### src/rtl/nucleic_acid_sequencer.sv
// nucleic_acid_sequencer
// Runs one extraction protocol per accepted start:
//   FILL -> SETTLE -> MIX -> SETTLE -> TRAP -> SETTLE -> WASH -> SETTLE -> ELUTE -> DONE
// SETTLE is a one-cycle all-closed gap between steps.
// Every output is decoded from registered state, so no input reaches an output combinationally.
// Ports:
//   clk, rst_n         clock, synchronous active-low reset
//   start, abort       protocol control
//   *_len, mix_strokes step lengths, latched when start is accepted (0 acts as 1)
//   busy, done, aborted, step   status outputs
//   *_ctl              valve controls (1 = open)
//   pump1..3           peristaltic pump phases
module nucleic_acid_sequencer #(
  parameter int PUMP_DIV = 4,
  parameter int CNT_W    = 16,
  parameter int STK_W    = 8
) (
  input  logic             clk,
  input  logic             rst_n,
  input  logic             start,
  input  logic             abort,
  input  logic [CNT_W-1:0] fill_len,
  input  logic [STK_W-1:0] mix_strokes,
  input  logic [CNT_W-1:0] trap_len,
  input  logic [CNT_W-1:0] wash_len,
  input  logic [CNT_W-1:0] elute_len,
  output logic             busy,
  output logic             done,
  output logic             aborted,
  output logic [2:0]       step,
  output logic             lysis_ctl,
  output logic             wash_ctl,
  output logic             elute_ctl,
  output logic             vertical_ctl,
  output logic             horiz_ctl,
  output logic             loop_exit_ctl,
  output logic             bead_vtl_ctl,
  output logic             bead_trap_ctl,
  output logic             collection_ctl,
  output logic             waste_ctl,
  output logic             pump1,
  output logic             pump2,
  output logic             pump3
);
  localparam int DIV_W = (PUMP_DIV > 1) ? $clog2(PUMP_DIV) : 1;

  typedef enum logic [2:0] {
    S_IDLE = 3'd0, S_FILL = 3'd1, S_MIX = 3'd2, S_TRAP = 3'd3,
    S_WASH = 3'd4, S_ELUTE = 3'd5, S_SETTLE = 3'd6, S_DONE = 3'd7
  } state_e;

  state_e           state_q, state_d, ret_q, ret_d;
  logic [CNT_W-1:0] cnt_q, cnt_d;
  logic [DIV_W-1:0] div_q, div_d;
  logic [2:0]       ph_q, ph_d;
  logic [STK_W-1:0] stk_q, stk_d;
  logic [CNT_W-1:0] fill_q, trap_q, wash_q, elute_q;
  logic [STK_W-1:0] strokes_q;
  logic             aborted_q, aborted_d;
  logic             accept, busy_st, div_wrap, mix_last;

  assign busy_st  = (state_q != S_IDLE) && (state_q != S_DONE);
  // Start is refused in a cycle where abort is also high.
  assign accept   = (state_q == S_IDLE) && start && !abort;
  assign div_wrap = (div_q == DIV_W'(PUMP_DIV - 1));
  assign mix_last = div_wrap && (ph_q == 3'd5) && (stk_q == strokes_q - STK_W'(1));

  always_comb begin
    state_d   = state_q;
    ret_d     = ret_q;
    aborted_d = 1'b0;
    unique case (state_q)
      S_IDLE:   if (accept) state_d = S_FILL;
      S_FILL:   if (cnt_q == fill_q - CNT_W'(1))  begin state_d = S_SETTLE; ret_d = S_MIX;   end
      S_MIX:    if (mix_last)                     begin state_d = S_SETTLE; ret_d = S_TRAP;  end
      S_TRAP:   if (cnt_q == trap_q - CNT_W'(1))  begin state_d = S_SETTLE; ret_d = S_WASH;  end
      S_WASH:   if (cnt_q == wash_q - CNT_W'(1))  begin state_d = S_SETTLE; ret_d = S_ELUTE; end
      S_ELUTE:  if (cnt_q == elute_q - CNT_W'(1)) state_d = S_DONE;
      S_SETTLE: state_d = ret_q;
      S_DONE:   state_d = S_IDLE;
      default:  state_d = S_IDLE;
    endcase
    if (busy_st && abort) begin
      state_d   = S_IDLE;
      aborted_d = 1'b1;
    end
  end

  // Counters clear on every state change, so the pump pattern restarts at
  // phase 0 on entry to MIX and TRAP.
  always_comb begin
    cnt_d = '0;
    div_d = '0;
    ph_d  = '0;
    stk_d = '0;
    if (state_d == state_q && busy_st) begin
      cnt_d = cnt_q + CNT_W'(1);
      div_d = div_wrap ? '0 : div_q + DIV_W'(1);
      ph_d  = ph_q;
      stk_d = stk_q;
      if (div_wrap) begin
        ph_d = (ph_q == 3'd5) ? 3'd0 : ph_q + 3'd1;
        if (ph_q == 3'd5) stk_d = stk_q + STK_W'(1);
      end
    end
  end

  always_ff @(posedge clk) begin
    if (!rst_n) begin
      state_q   <= S_IDLE;
      ret_q     <= S_IDLE;
      cnt_q     <= '0;
      div_q     <= '0;
      ph_q      <= '0;
      stk_q     <= '0;
      fill_q    <= CNT_W'(1);
      trap_q    <= CNT_W'(1);
      wash_q    <= CNT_W'(1);
      elute_q   <= CNT_W'(1);
      strokes_q <= STK_W'(1);
      aborted_q <= 1'b0;
    end else begin
      state_q   <= state_d;
      ret_q     <= ret_d;
      cnt_q     <= cnt_d;
      div_q     <= div_d;
      ph_q      <= ph_d;
      stk_q     <= stk_d;
      aborted_q <= aborted_d;
      if (accept) begin
        fill_q    <= (fill_len    == '0) ? CNT_W'(1) : fill_len;
        trap_q    <= (trap_len    == '0) ? CNT_W'(1) : trap_len;
        wash_q    <= (wash_len    == '0) ? CNT_W'(1) : wash_len;
        elute_q   <= (elute_len   == '0) ? CNT_W'(1) : elute_len;
        strokes_q <= (mix_strokes == '0) ? STK_W'(1) : mix_strokes;
      end
    end
  end

  // Moore output decode
  logic [9:0] ctl;
  logic [2:0] pmp;
  always_comb begin
    ctl = '0;
    pmp = '0;
    // order: lysis wash elute vertical horiz loop_exit bead_vtl bead_trap collection waste
    unique case (state_q)
      S_FILL:  ctl = 10'b1001000000;
      S_MIX:   ctl = 10'b0000100000;
      S_TRAP:  ctl = 10'b0000011101;
      S_WASH:  ctl = 10'b0101010101;
      S_ELUTE: ctl = 10'b0011010110;
      default: ctl = '0;
    endcase
    if (state_q == S_MIX || state_q == S_TRAP) begin
      unique case (ph_q)
        3'd0:    pmp = 3'b100;
        3'd1:    pmp = 3'b110;
        3'd2:    pmp = 3'b010;
        3'd3:    pmp = 3'b011;
        3'd4:    pmp = 3'b001;
        3'd5:    pmp = 3'b101;
        default: pmp = 3'b000;
      endcase
    end
  end

  assign {lysis_ctl, wash_ctl, elute_ctl, vertical_ctl, horiz_ctl, loop_exit_ctl,
          bead_vtl_ctl, bead_trap_ctl, collection_ctl, waste_ctl} = ctl;
  assign {pump1, pump2, pump3} = pmp;
  assign busy    = busy_st;
  assign done    = (state_q == S_DONE);
  assign aborted = aborted_q;
  assign step    = state_q;
endmodule

### config.mk
export PLATFORM = sky130hd
export DESIGN_NAME = nucleic_acid_sequencer
export DESIGN_NICKNAME = d
export VERILOG_FILES = /design/src/rtl/nucleic_acid_sequencer.sv
export SDC_FILE = /design/constraint.sdc
export NUM_CORES = 1
export LEC_CHECK = 0
export CORE_UTILIZATION = 51
export DETAILED_ROUTE_END_ITERATION = 8
export GPL_ROUTABILITY_DRIVEN = 0
export GPL_TIMING_DRIVEN = 1
export PLACE_DENSITY = 0.83
export SLEW_MARGIN = 20
export SYNTH_ARGS = -nofsm -noshare
export SYNTH_HDL_FRONTEND = slang
export SYNTH_SLANG_ARGS = --single-unit
### constraint.sdc
create_clock -name clk -period 3.47 [get_ports clk]
set_input_delay 0.8675 -clock clk [delete_from_list [all_inputs] [get_ports clk]]
set_output_delay 0.8675 -clock clk [all_outputs]
set_load 0.005 [all_outputs]
# Word-level counts from Yosys, hierarchy flattened
# Cells that the tools add are included.
# word_totals
wordCells,92
reg_bits,108
input_bits,76
output_inout_bits,19
# op_classes
bitwise_logic,2
eq_ne,24
add_sub_neg,9
reduce_logical,22
n_mux,23
# op_table
op,count
$eq 16x16->1,4
$logic_not 16->1,4
$mux 16,4
$sub 16x1->16 const B,4
$pmux 10 s5,1
$mux 3,13
$pmux 3 s8,1
$eq 3x3->1 const B,6
$pmux 3 s6,1
$add 16x1->16 const B,1
$eq 3x2->1 const B,4
$pmux 3 s4,1
$add 8x1->8 const B,1
$eq 8x8->1,1
$logic_not 8->1,1
$mux 8,1
$ne 2x2->1 const B,4
$sub 8x1->8 const B,1
$logic_and 1x1->1,7
$eq 3x1->1 const B,2
$logic_not 3->1,2
$reduce_and 5->1,1
$reduce_and 2->1,2
$reduce_bool 4->1,1
11 further kinds,12

# Longest topological paths before layout
# logic_depth
depth_word,10
ltp_mapped,14
depth_no_buf,11

# Worst setup path before layout
# No wires, ideal clock.
# synth_timing
path_type,flip-flop to flip-flop
start,reg trap_q[0]
end,reg ret_q[1]
t_required_ns,3.405
path_buffers,1
path_stages_with_launch,13
period_less_slack_ns,3.384
setup_ns,0.065
setup_slack_ns,0.086
arrival_ns,3.319
cell_sequence,dfxtp_1 inv_1 ha_1 or4b_2 buf_2 or3_1 o221ai_1 o21ai_1 or4b_4 o21a_1 a211oi_2 mux2_2 nor2_1
# synth_via
elab_chain_len,4
# synth_rtl
element,line,rtl
start: declaration,57,"logic [CNT_W-1:0] fill_q, trap_q, wash_q, elute_q;"
start signal: assignment,132,trap_q <= (trap_len == '0) ? CNT_W'(1) : trap_len;
$sub 16x1->16,76,S_TRAP: if (cnt_q == trap_q - CNT_W'(1)) begin state_d = S_SETTLE; ret_d = S_WASH; end
$eq 16x16->1,76,
$ne 2x2->1 (no source line),--,
$reduce_and 5->1 (no source line),--,
end signal: assignment,124,ret_q <= ret_d;
end: declaration,52,"state_e state_q, state_d, ret_q, ret_d;"
# No other way between the ends.
# A chain may end at the register's enable or synchronous reset.

# Final worst setup path
# layout_timing
start,reg fill_q[11]
end,reg ph_q[2]
# layout_via
elab_chain_len,8
# layout_rtl
element,line,rtl
start: declaration,57,
start signal: assignment,131,fill_q <= (fill_len == '0) ? CNT_W'(1) : fill_len;
$sub 16x1->16,74,S_FILL: if (cnt_q == fill_q - CNT_W'(1)) begin state_d = S_SETTLE; ret_d = S_MIX; end
$eq 16x16->1,74,
$mux 3,74,
$pmux 3 s8,72,unique case (state_q)
$mux 3,83,if (busy_st && abort) begin
$eq 3x3->1,96,if (state_d == state_q && busy_st) begin
$logic_and 1x1->1,96,
$reduce_and 2->1 (no source line),--,
end signal: assignment,127,ph_q <= ph_d;
end: declaration,55,"logic [2:0] ph_q, ph_d;"
# No other way between the ends.

==> results.toml <==
[power]
p_per_area_mw_per_mm2 = 338
power.leakage_nw = 3.14
ir_drop_mv = 0.269
p_total_mw = 2.92

[finish]
layout-drive-gt1-share_pct = 8.83
antenna_cells = 0
final_common_cell = "nand2_1"
stdcell_count = 1229
design_area_mm2 = 0.00865
finalNetCount = 1133
fill_cells = 1141
final_cell_mix = "nand2_1, dfxtp_1, clkdlybuf4s50_1"
final_core_util_pct = 64.5
syn_to_final_growth_pct = 22.4

[clock_network]
clk_pin_slew_ns = 0.07
cts_tree = "yes"
cts_root_buf = "clkbuf_16"
cts_buffers = 9
clock_latency_ns = 0.37
cts.sinks = 108
clk_path_buf_depth = 2
h-tree-depth = 3

[logic_synthesis]
synth.area.top_cells = "dfxtp_1, nand2_1, xnor2_1"
ys_seq_area_share_pct = 30.6
yosys.area.top_type = "dfxtp_1"
syn-num-nets = 1052
synth.lib_cells_used.distinct = 69
postSynthCellCount = 967
avgSynthCellArea_um2 = 7.30
synth-seq-cells = 108
synth_ff_type = "dfxtp_1"
yosys.area.top_type_share_pct = 30.6
async_flop_share_pct = 0
syn_area_mm2 = 0.00706
synth_edf_count = 0
yosysWarningCount = 0

[sta]
fin_crit_sh_pct = 102
fin_tns_setup_ns = -0.409
hold_violations = 0
tightest_slew_ns = 0.750
max_freq_mhz = 283
setup_violations = 11
rsz0062_at_grt = "yes"
min_period_ns = 3.53
fin_ws_ns = -0.0592
timing.hold.ws_ns = 0.455
max_slew_margin_pct = 50.0
clock_skew_ns = 0.00846
slew_viol_final = 0

[die]
die_h_um = 120
ios = 95
die_width_um = 120
start_util_pct = 52.7
placeableCoreArea_mm2 = 0.0134
dieArea_mm2 = 0.0143
rows = 42

[placement]
placedCellCount = 1210
post-dp-hpwl_mm = 14.2
portBuffers = 94
post_dp_cell_area_mm2 = 0.00827
pre_cts_ws_ns = 0.0593

[critical_path]
path_cells = "or4_4 -> or3_4 -> a211oi_2 -> nand4_1 -> or4_4 -> o41a_1 -> a31oi_1 -> o211ai_2 -> buf_6 -> nor4b_2"
endpoint_kind = "flip-flop"
crit_type = "reg -> reg"
start_kind = "flip-flop"
cpMostUsedCell = "or4_4"
cp.required_ns = 3.75
cp_slowest_cell = "or4_4"
arrival_ns = 3.81
cp_slowest_stage_delay_ns = 0.57
path_max_fanout = 8

[detailed_routing]
drc = 0
dr.pass1.iters = 6
vias = 7159
final_antenna_net_count = 0
vias_per_cell = 5.83
routed_wl_mm = 19.6
drtIter0Drc = 454
wl_per_cell_um = 15.9

[worst_hold_path]
min_path_type = "reg -> reg"

[global_route]
grt_max_degree = 71
grt_pass1_vias = 6704
grt_pass1_wl_mm = 31.9
grt.overflow.total = 0
grt_antenna_before_repair = 0
grtUsageTotal_pct = 27.8

[outcome]
status = "finished, violations left"
violations = "negative setup slack"

[run]
cap_violations = 0
==> logic make-up (layout without fill, tap and decap cells) <==
| family | Yosys count | in the layout | synth area share [%] |
|---|---|---|---|
| simple gates | 443 | 443 | 30.0 |
| buf+inv | 96 | 182 | 5.54 |
| flops | 108 | 108 | 30.6 |
| mux | 10 | 10 | 1.47 |
| xor+xnor | 113 | 113 | 14.0 |
| compound gates | 188 | 188 | 16.7 |
| fa+ha+maj | 9 | 9 | 1.59 |
==> critical path, delay by kind of cell, from the launching register on <==
| kind | cells | cell delay, ns |
|---|---|---|
| and+or+nand+nor | 5 | 1.82 |
| AOI/OAI and AO/OA | 4 | 1.09 |
| DFF | 1 | 0.36 |
| buffers and inverters | 1 | 0.17 |
==> synthesized netlist by cell type (5+ instances only) <==
cell,number
a211o_1,5
nand3b_1,5
xnor2_1,62
ha_1,9
nor2b_1,6
a21oi_1,87
xor2_1,51
nand2b_1,6
or4_1,12
nor2_1,87
or3_1,9
and3_1,8
a211oi_1,8
nand3_1,20
a31oi_1,8
clkbuf_1,57
inv_1,23
dfxtp_1,108
buf_1,8
a311oi_1,7
o21ai_0,27
nor4_1,29
mux2i_1,7
nand2_1,192
nand4_1,17
and2_1,5
nor3_1,24
==> worst paths after layout <==
check	slack (ns)	depth (start not counted)	from	end
worst max-delay path	-0.06	10	fill_q[11]$_SDFFE_PN0P_	ph_q[2]$_SDFFE_PN0P_
worst min register to register	0.45	1	div_q[0]$_SDFF_PP0_	div_q[0]$_SDFF_PP0_
worst min-delay path	0.45	1	div_q[0]$_SDFF_PP0_	div_q[0]$_SDFF_PP0_
worst max register to register	-0.06	10	fill_q[11]$_SDFFE_PN0P_	ph_q[2]$_SDFFE_PN0P_
==> state kept, by name, indices dropped and copies added, names as in the netlist, 8 cells and up <==
register and cells:
cnt_q 16, elute_q 16, fill_q 16, stk_q 8
strokes_q 8, trap_q 16, wash_q 16
==> what timing repair did <==
| item | CTS | global route |
|---|---|---|
| hold endpoints to repair | 0 | 0 |
| endpoints found under the setup margin | 0 | 32 |
| buffers inserted | 0 | 4 |
| hold buffers | 0 | 0 |
| resized for setup | 0 | 19 |
==> power by group <==
| group | internal, mW | leakage [nW] | switching, mW | total [mW] |
|---|---|---|---|---|
| logic | 0.270 | 2.13 | 0.276 | 0.545 |
| registers | 1.28 | 0.879 | 0.0599 | 1.34 |
| clock network | 0.560 | 0.133 | 0.475 | 1.03 |
| total | 2.11 | 3.14 | 0.810 | 2.92 |
==> layer usage <==
layer / global-route usage (%) / vias to the layer above / part of all wire [%]
met4: 8.91 / 0 / 2.3
met5: 0 / - / 0
met2: 47.1 / 221 / 48
met3: 5.99 / 38 / 5.9
met1: 34.9 / 3358 / 44
li1: - / 3542 / -
==> area by class of cell <==
cell class	instances	area [um^2]	share of cell area, %
Sequential cell	108	2170	25.0
Inverter	25	93.8	1.09
Clock inverter	4	50.0	0.579
Tap cell	176	220	2.55
Timing Repair Buffer	141	1300	15.0
Clock buffer	12	236	2.73
Multi-Input combinational cell	763	4580	53.0
Power figures use the tool's default switching activity.
